--- src/rtl/inst_dispatch.sv ---
// inst_dispatch: per-channel instruction FIFOs feeding IDLE/ISSUE/HOLD issue FSMs.
// Optional feature macro: INST_DISPATCH_OVERFLOW_EN enables sticky per-channel drop flags.
module inst_dispatch #(
    parameter int CHANNELS   = 4,
    parameter int INST_WIDTH = 12,
    parameter int DEPTH      = 4
) (
    input  logic                           clock,
    input  logic                           reset,
    input  logic [INST_WIDTH-1:0]          inst,
    input  logic [CHANNELS-1:0]            inst_en,
    input  logic [CHANNELS-1:0]            ch_ready,
    output logic [CHANNELS*INST_WIDTH-1:0] ch_inst,
    output logic [CHANNELS-1:0]            ch_inst_en,
    output logic [CHANNELS-1:0]            full,
    output logic [CHANNELS-1:0]            empty,
    output logic                           idle,
    output logic [CHANNELS-1:0]            overflow,
    input  logic [CHANNELS-1:0]            overflow_clr
);

    localparam int PW = $clog2(DEPTH);
    localparam int CW = $clog2(DEPTH) + 1;
    localparam logic [CW-1:0] DEPTH_C = CW'(DEPTH);

    typedef enum logic [1:0] {IDLE, ISSUE, HOLD} state_t;

    logic [CHANNELS-1:0] ch_idle;

    assign idle = &ch_idle;

`ifndef INST_DISPATCH_OVERFLOW_EN
    logic unused_overflow_clr;
    assign unused_overflow_clr = ^overflow_clr;
`endif

    for (genvar g = 0; g < CHANNELS; g++) begin : g_ch
        logic [INST_WIDTH-1:0] mem [DEPTH];
        logic [PW-1:0]         wr_ptr;
        logic [PW-1:0]         rd_ptr;
        logic [CW-1:0]         count;
        state_t                state;
        logic [INST_WIDTH-1:0] inst_q;
        logic                  strobe_q;
        logic                  pop;
        logic                  push;

        // A pop only leaves IDLE, so a full FIFO can accept a push in the same cycle it issues
        assign pop  = (state == IDLE) && (count != '0) && ch_ready[g];
        assign push = inst_en[g] && ((count != DEPTH_C) || pop);

        assign full[g]  = (count == DEPTH_C);
        assign empty[g] = (count == '0);
        assign ch_idle[g] = (state == IDLE) && (count == '0);
        assign ch_inst[g*INST_WIDTH +: INST_WIDTH] = inst_q;
        assign ch_inst_en[g] = strobe_q;

        // Storage array; contents are don't-care while count says empty, so no reset
        always_ff @(posedge clock) begin
            if (push) begin
                mem[wr_ptr] <= inst;
            end
        end

        // Pointers and occupancy count
        always_ff @(posedge clock or negedge reset) begin
            if (!reset) begin
                wr_ptr <= '0;
                rd_ptr <= '0;
                count  <= '0;
            end else begin
                if (push) begin
                    wr_ptr <= wr_ptr + 1'b1;
                end
                if (pop) begin
                    rd_ptr <= rd_ptr + 1'b1;
                end
                case ({push, pop})
                    2'b10:   count <= count + 1'b1;
                    2'b01:   count <= count - 1'b1;
                    default: count <= count;
                endcase
            end
        end

        // Issue FSM with registered instruction slice and one-cycle strobe
        always_ff @(posedge clock or negedge reset) begin
            if (!reset) begin
                state    <= IDLE;
                inst_q   <= '0;
                strobe_q <= 1'b0;
            end else begin
                strobe_q <= 1'b0;
                case (state)
                    IDLE: begin
                        if (pop) begin
                            state    <= ISSUE;
                            inst_q   <= mem[rd_ptr];
                            strobe_q <= 1'b1;
                        end
                    end
                    ISSUE:   state <= HOLD;
                    HOLD:    state <= IDLE;
                    default: state <= IDLE;
                endcase
            end
        end

`ifdef INST_DISPATCH_OVERFLOW_EN
        logic ovf_q;

        // Sticky drop flag; a drop wins over a same-cycle clear
        always_ff @(posedge clock or negedge reset) begin
            if (!reset) begin
                ovf_q <= 1'b0;
            end else if (inst_en[g] && !push) begin
                ovf_q <= 1'b1;
            end else if (overflow_clr[g]) begin
                ovf_q <= 1'b0;
            end
        end

        assign overflow[g] = ovf_q;
`else
        assign overflow[g] = 1'b0;
`endif
    end

endmodule

--- config.mk ---
export PLATFORM = sky130hd
export DESIGN_NAME = inst_dispatch
export DESIGN_NICKNAME = d
export VERILOG_FILES = /design/src/rtl/inst_dispatch.sv
export SDC_FILE = /design/constraint.sdc
export NUM_CORES = 1
export LEC_CHECK = 0
export ABC_AREA = 1
export BUFFER_PORTS_ARGS = -buffer_cell sky130_fd_sc_hd__buf_2
export CAP_MARGIN = 30
export CORE_ASPECT_RATIO = 1.1
export CORE_MARGIN = 1.5
export CORE_UTILIZATION = 50
export CTS_BUF_LIST = sky130_fd_sc_hd__clkbuf_2
export DETAILED_ROUTE_END_ITERATION = 16
export PLACE_DENSITY = 0.67
export SLEW_MARGIN = 10
export SYNTH_ARGS = -nofsm -noshare
export SYNTH_HDL_FRONTEND = slang
export SYNTH_SLANG_ARGS = --single-unit
--- constraint.sdc ---
create_clock -name clock -period 4.85 [get_ports clock]
set_clock_uncertainty 0.05 [all_clocks]
set_input_delay 0.7275 -clock clock [delete_from_list [all_inputs] [get_ports clock]]
set_output_delay 0.7275 -clock clock [all_outputs]
set_load 0.05 [all_outputs]
* Word-level counts from Yosys, hierarchy flattened
Memories as Yosys holds them, arrays and structs flattened. A register that Yosys moved wholly into a read port is not among the register bits.
Index checks and enable logic that the tools add are counted.
** Cells by class
- $add $sub $neg :: 16
- Equality and inequality tests :: 24
- Mux-type cells :: 28
- Reductions and logical operators :: 45
** Operators by type and width (count)
- one-hot mux 3 bit (2 select lines) :: 4
- adder 2 x 1 -> 2 bit, second input constant :: 8
- == test 2 x 1 -> 1 bit, second input constant :: 8
- logical AND 1 bit :: 16
- two-way mux 1 bit :: 16
- one-hot mux 2 bit (2 select lines) :: 4
- adder 3 x 1 -> 3 bit, second input constant :: 4
- == test 3 bit, second input constant :: 4
- zero test 3 bit :: 4
- != test 3 bit, second input constant :: 4
- nonzero test 3 bit :: 4
- subtractor 3 x 1 -> 3 bit, second input constant :: 4
- == test 2 bit, second input constant :: 4
- zero test 2 bit :: 4
- two-way mux 2 bit :: 4
- != test 2 bit, second input constant :: 4
- AND reduction 2 bit :: 4
- nonzero test 2 bit :: 4
- zero test 1 bit :: 4
- logical OR 1 bit :: 4
- AND reduction 4 bit :: 1
** Storage, ports and cells
- Register bits after elaboration :: 40
- RAM bits :: 192
- Output and inout port bits :: 65
- Memories :: 4
** Memories
- g_ch[0].mem :: words 4, bits a word 12, read ports 1, clocked after memory_dff 1, wr ports 1, line 38 : logic [INST_WIDTH-1:0] mem [DEPTH];
- g_ch[1].mem :: words 4, bits a word 12, read ports 1, clocked after memory_dff 1, wr ports 1, line 38
- g_ch[2].mem :: words 4, bits a word 12, read ports 1, clocked after memory_dff 1, wr ports 1, line 38
- g_ch[3].mem :: words 4, bits a word 12, read ports 1, clocked after memory_dff 1, wr ports 1, line 38

* Logic depth before layout (Yosys ltp)
- Depth in word-level cells :: 7
- Mapped depth :: 13

* Worst setup path after synthesis
No wires, ideal clock.
- Path kind :: flip-flop to output port
- Start :: reg g_ch[2].count[0]
- End :: out idle
- Data arrival time :: 2549 ps
- Required time :: 4073 ps
- Slack :: 1524 ps
- Stages on the path, launching flop included :: 6
- Cells stage by stage :: dfrtp_1 nor2_2 nand2_2 inv_1 nand2_1 nor4_1
** On the way
- Longest elaborated chain between the ends :: 3
** Ends and longest elaborated chain
- from (decl) :: line 41 : logic [CW-1:0] count;
- from (signal assigned) :: line 79 : 2'b10: count <= count + 1'b1;
- from (signal assigned) :: line 80 : 2'b01: count <= count - 1'b1;
- from (signal assigned) :: line 81 : default: count <= count;
- zero test 3 bit
- named net empty[2] :: line 16 : output logic [CHANNELS-1:0] empty,
- logical AND 1 bit :: line 54 : assign ch_idle[g] = (state == IDLE) && (count == '0);
- AND reduction 4 bit :: line 30 : assign idle = &ch_idle;
- to (decl) :: line 17 : output logic idle,
The timed path passes the listed nets, and every way through them passes these cells.

* Worst setup path in the final report
- Start :: reg g_ch[2].count[0]
- End :: out idle
** On the way
- Longest elaborated chain between the ends :: 3
** Ends and longest elaborated chain (line)
- zero test 3 bit :: 54
- logical AND 1 bit :: 54
- AND reduction 4 bit :: 30
No other way between the ends.

==> reports/results.ini <==
[yosys]
postSynthCellCount=922
yosysTopAreaCell=sky130_fd_sc_hd__edfxtp_1
synth_area_um2=11200
ys_seq_area_frac=0.710
synthesis.yosys.warnings=0
ys_ff_latch=280
synthDistinctLibCells=30
synthTopCellsByArea=sky130_fd_sc_hd__edfxtp_1, sky130_fd_sc_hd__dfrtp_1, sky130_fd_sc_hd__nor2_1
syn_area_per_cell_um2=12.2
synth_top_area_frac=0.514

[power]
internal_portion_of_total_power_w=0.00478
pwr-share-seq=0.437
power.clock.fraction=0.170
switching_share=0.438
post-layout-total-power_w=0.00851
power_switching_w=0.00372
fraction_of_power_consumed_by_combinational_cells=0.393
max-vdd-ir-drop_v=0.000302
p_per_area_nw_per_um2=678
cellLeakagePower_nw=5.40

[placed_design]
routabilityCongestion=0.773
placement.io_buffers=82
hpwl_um=13900

[critical_path]
worst_setup_path_start=g_ch[2].count[0]
worst_setup_path_start_kind=register
crit_fanout=3
setup.reg_to_reg.worst_slack_ns=2.54
critPathRequiredTime_ns=4.07
r2r_start=g_ch[0].state[0]
critical_path_class=reg2out
critical_path_cell_list=nor2_2 -> nand2_2 -> inv_1 -> nand2_1 -> nor4_1 -> buf_2
slowest_stage=sky130_fd_sc_hd__dfrtp_1
critical_path.endpoint=idle
critical_path.max_stage_delay_ns=0.42
number_of_cells_traversed_by_the_worst_register_to_register_path=6
cp-end-kind=output port
critical_path_arrival_ns=2.29
critical_path.reg2reg.endpoint=g_ch[0].mem[3][4]

[global_route]
globalRoute.totalOverflow=0
globalRouteMet1Util=0.247
top_usage_layer=met2
globalRouteTotalUtil=0.195
grt_antenna_before_repair=1
grt_first_pass_wirelength_um=35500
groute.layer.met2.usage=0.328
grt_util_met3=0.0409
vias_in_the_first_global_route=7021
grt_max_degree=57

[hold_path]
start_point_of_the_worst_min_delay_path=inst_en[2]
worstHoldPathType=in2reg

[sta]
final_period_minus_worst_setup_slack_ns=3.07
whs_ns=0.265
setup-violations-final=0
hold_violations=0
rsz0062_at_grt=no
final.period_utilization=0.632
timing.final.max_slew_violations=0
relSlewSlack=0.402
fin_setup_tns_ns=0
clock.fmax_mhz=326
tightestPinTransition_ns=0.897

[detailed_routing]
routed_wl_um=21900
dr.pass1.iters=4
postRouteAntennaNets=0
post-route-drc-count=0
detailedRoute.firstIterationViolations=504
post_drt_wl_per_cell_um=15.6
via_count=7030
routed_via_density=5.01

[finish]
layout_common_cells=sky130_fd_sc_hd__edfxtp_1, sky130_fd_sc_hd__nor2_1, sky130_fd_sc_hd__nand2_1
num-fill-cells=1894
final_common_cell=sky130_fd_sc_hd__edfxtp_1
number_of_nets_in_the_layout=1100
drive_gt1_frac=0.220
syn_to_final_growth_pct=11.9

[clock_network]
cts.root.buffer_cell=sky130_fd_sc_hd__clkbuf_2
cts.repair.resized=0
cts.sinks=280
cts_tree=yes
cts.path.max_buffers=3
insertion_delay_ns=0.78
clock_pin_slew_reported_for_the_worst_setup_and_hold_paths_after_clock_tree_synthesis_ns=0.10
tritoncts.num_buffers=67
h-tree-depth=3

[die]
die_x_um=146
die_y_um=160
floorplan.rows=57
floorplan.core_area_um2=22000
io_pins=91
fp.dieArea_um2=23400
initial_core_util=0.509

[run]
timing.max_cap.violations=0

[status]
status=complete, no violations

[repair_timing]
item                       in CTS  in global routing
hold buffers                    1                  0
buffers inserted                0                  0
setup endpoints to repair       0                  0
hold endpoints to repair       55                  0
[metrics by stage]
| stage | std cells | utilization | area (um^2) | worst slack (ns) |
|---|---|---|---|---|
| after floorplan | 925 | - | 11200 | 1.52 |
| after global placement | 1262 | 0.534 | 11800 | 2.15 |
| after detailed placement | 1278 | 0.541 | 11900 | 2.35 |
| after CTS | 1400 | 0.568 | 12500 | 1.67 |
| after global routing | 1402 | 0.570 | 12600 | 1.61 |
| final | 1402 | 0.570 | 12600 | 1.78 |
[kinds of logic after synthesis]
kind of cell             share of synthesized area
buffers and inverters                       0.0498
multiplexers                                0.0107
other                                     0.000334
AO/OA/AOI/OAI                               0.0678
XOR/XNOR                                    0.0117
flip-flops                                   0.710
AND/OR/NAND/NOR                              0.125
adder cells (fa/ha/maj)                     0.0250
[synth_stat cells]
cell,instances
sky130_fd_sc_hd__a21oi_1,4
sky130_fd_sc_hd__a31oi_1,12
sky130_fd_sc_hd__buf_2,16
sky130_fd_sc_hd__buf_4,16
sky130_fd_sc_hd__buf_6,2
sky130_fd_sc_hd__clkbuf_1,4
sky130_fd_sc_hd__clkbuf_2,3
sky130_fd_sc_hd__conb_1,1
sky130_fd_sc_hd__dfrtp_1,88
sky130_fd_sc_hd__edfxtp_1,192
sky130_fd_sc_hd__fa_1,4
sky130_fd_sc_hd__ha_1,16
sky130_fd_sc_hd__inv_1,69
sky130_fd_sc_hd__inv_2,11
sky130_fd_sc_hd__inv_4,1
sky130_fd_sc_hd__mux2i_1,12
sky130_fd_sc_hd__nand2_1,135
sky130_fd_sc_hd__nand2_2,9
sky130_fd_sc_hd__nand2_4,2
sky130_fd_sc_hd__nand3_1,14
sky130_fd_sc_hd__nand3_2,2
sky130_fd_sc_hd__nand3_4,3
sky130_fd_sc_hd__nand4_1,8
sky130_fd_sc_hd__nor2_1,150
sky130_fd_sc_hd__nor2_2,8
sky130_fd_sc_hd__nor4_1,1
sky130_fd_sc_hd__o21ai_0,82
sky130_fd_sc_hd__o21ai_1,6
sky130_fd_sc_hd__o22ai_1,36
sky130_fd_sc_hd__xor2_1,15
[state kept, by name, summed over array words and instances (netlist names)]
signal and count:
g_ch.strobe_q 4, g_ch.count 12, g_ch.wr_ptr 8, g_ch.state 8, g_ch.rd_ptr 8, g_ch.mem 192, g_ch.inst_q 48
[how the worst min path moves through the flow]
stage	endpoint	slack (ns)	cells after the start
after floorplan	g_ch[3].state[1]	0.35	1
after global placement	g_ch[3].state[1]	0.36	1
after detailed placement	g_ch[3].state[1]	0.36	1
after CTS	g_ch[2].wr_ptr[0]	0.18	3
after global routing	g_ch[2].wr_ptr[0]	0.22	3
final	g_ch[2].wr_ptr[0]	0.27	3
[metal layers]
metal | vias up | routed length [um]
li1 | 3442 | -
met1 | 3384 | 9340
met2 | 165 | 11000
met3 | 39 | 1050
met4 | 0 | 515
met5 | - | 0
[power by group through the flow]
| stage | Clock, W | Combinational (W) | Sequential [W] |
|---|---|---|---|
| floorplan | 0 | 0.00203 | 0.00424 |
| global placement | 0 | 0.00317 | 0.00379 |
| detailed placement | 0 | 0.00332 | 0.00380 |
| CTS | 0.00150 | 0.00333 | 0.00375 |
| global route | 0.00163 | 0.00369 | 0.00380 |
| finish | 0.00145 | 0.00334 | 0.00372 |
[area by class of cell]
cell class	count	area (um^2)	area share
timing repair buffer	101	616	0.0490
tap	295	369	0.0294
multi-input combinational	523	2710	0.215
sequential	280	7970	0.635
inverter	81	307	0.0244
clock inverter	16	61.3	0.00488
antenna	1	2.50	0.000199
clock buffer	105	526	0.0419
[critical path: cells and delay by family, from the launching register on]
family,cells,cell delay [ns]
AND/OR/NAND/NOR,4,0.70
flip-flops,1,0.42
buffers and inverters,2,0.38
Power figures use the tool's default switching activity.
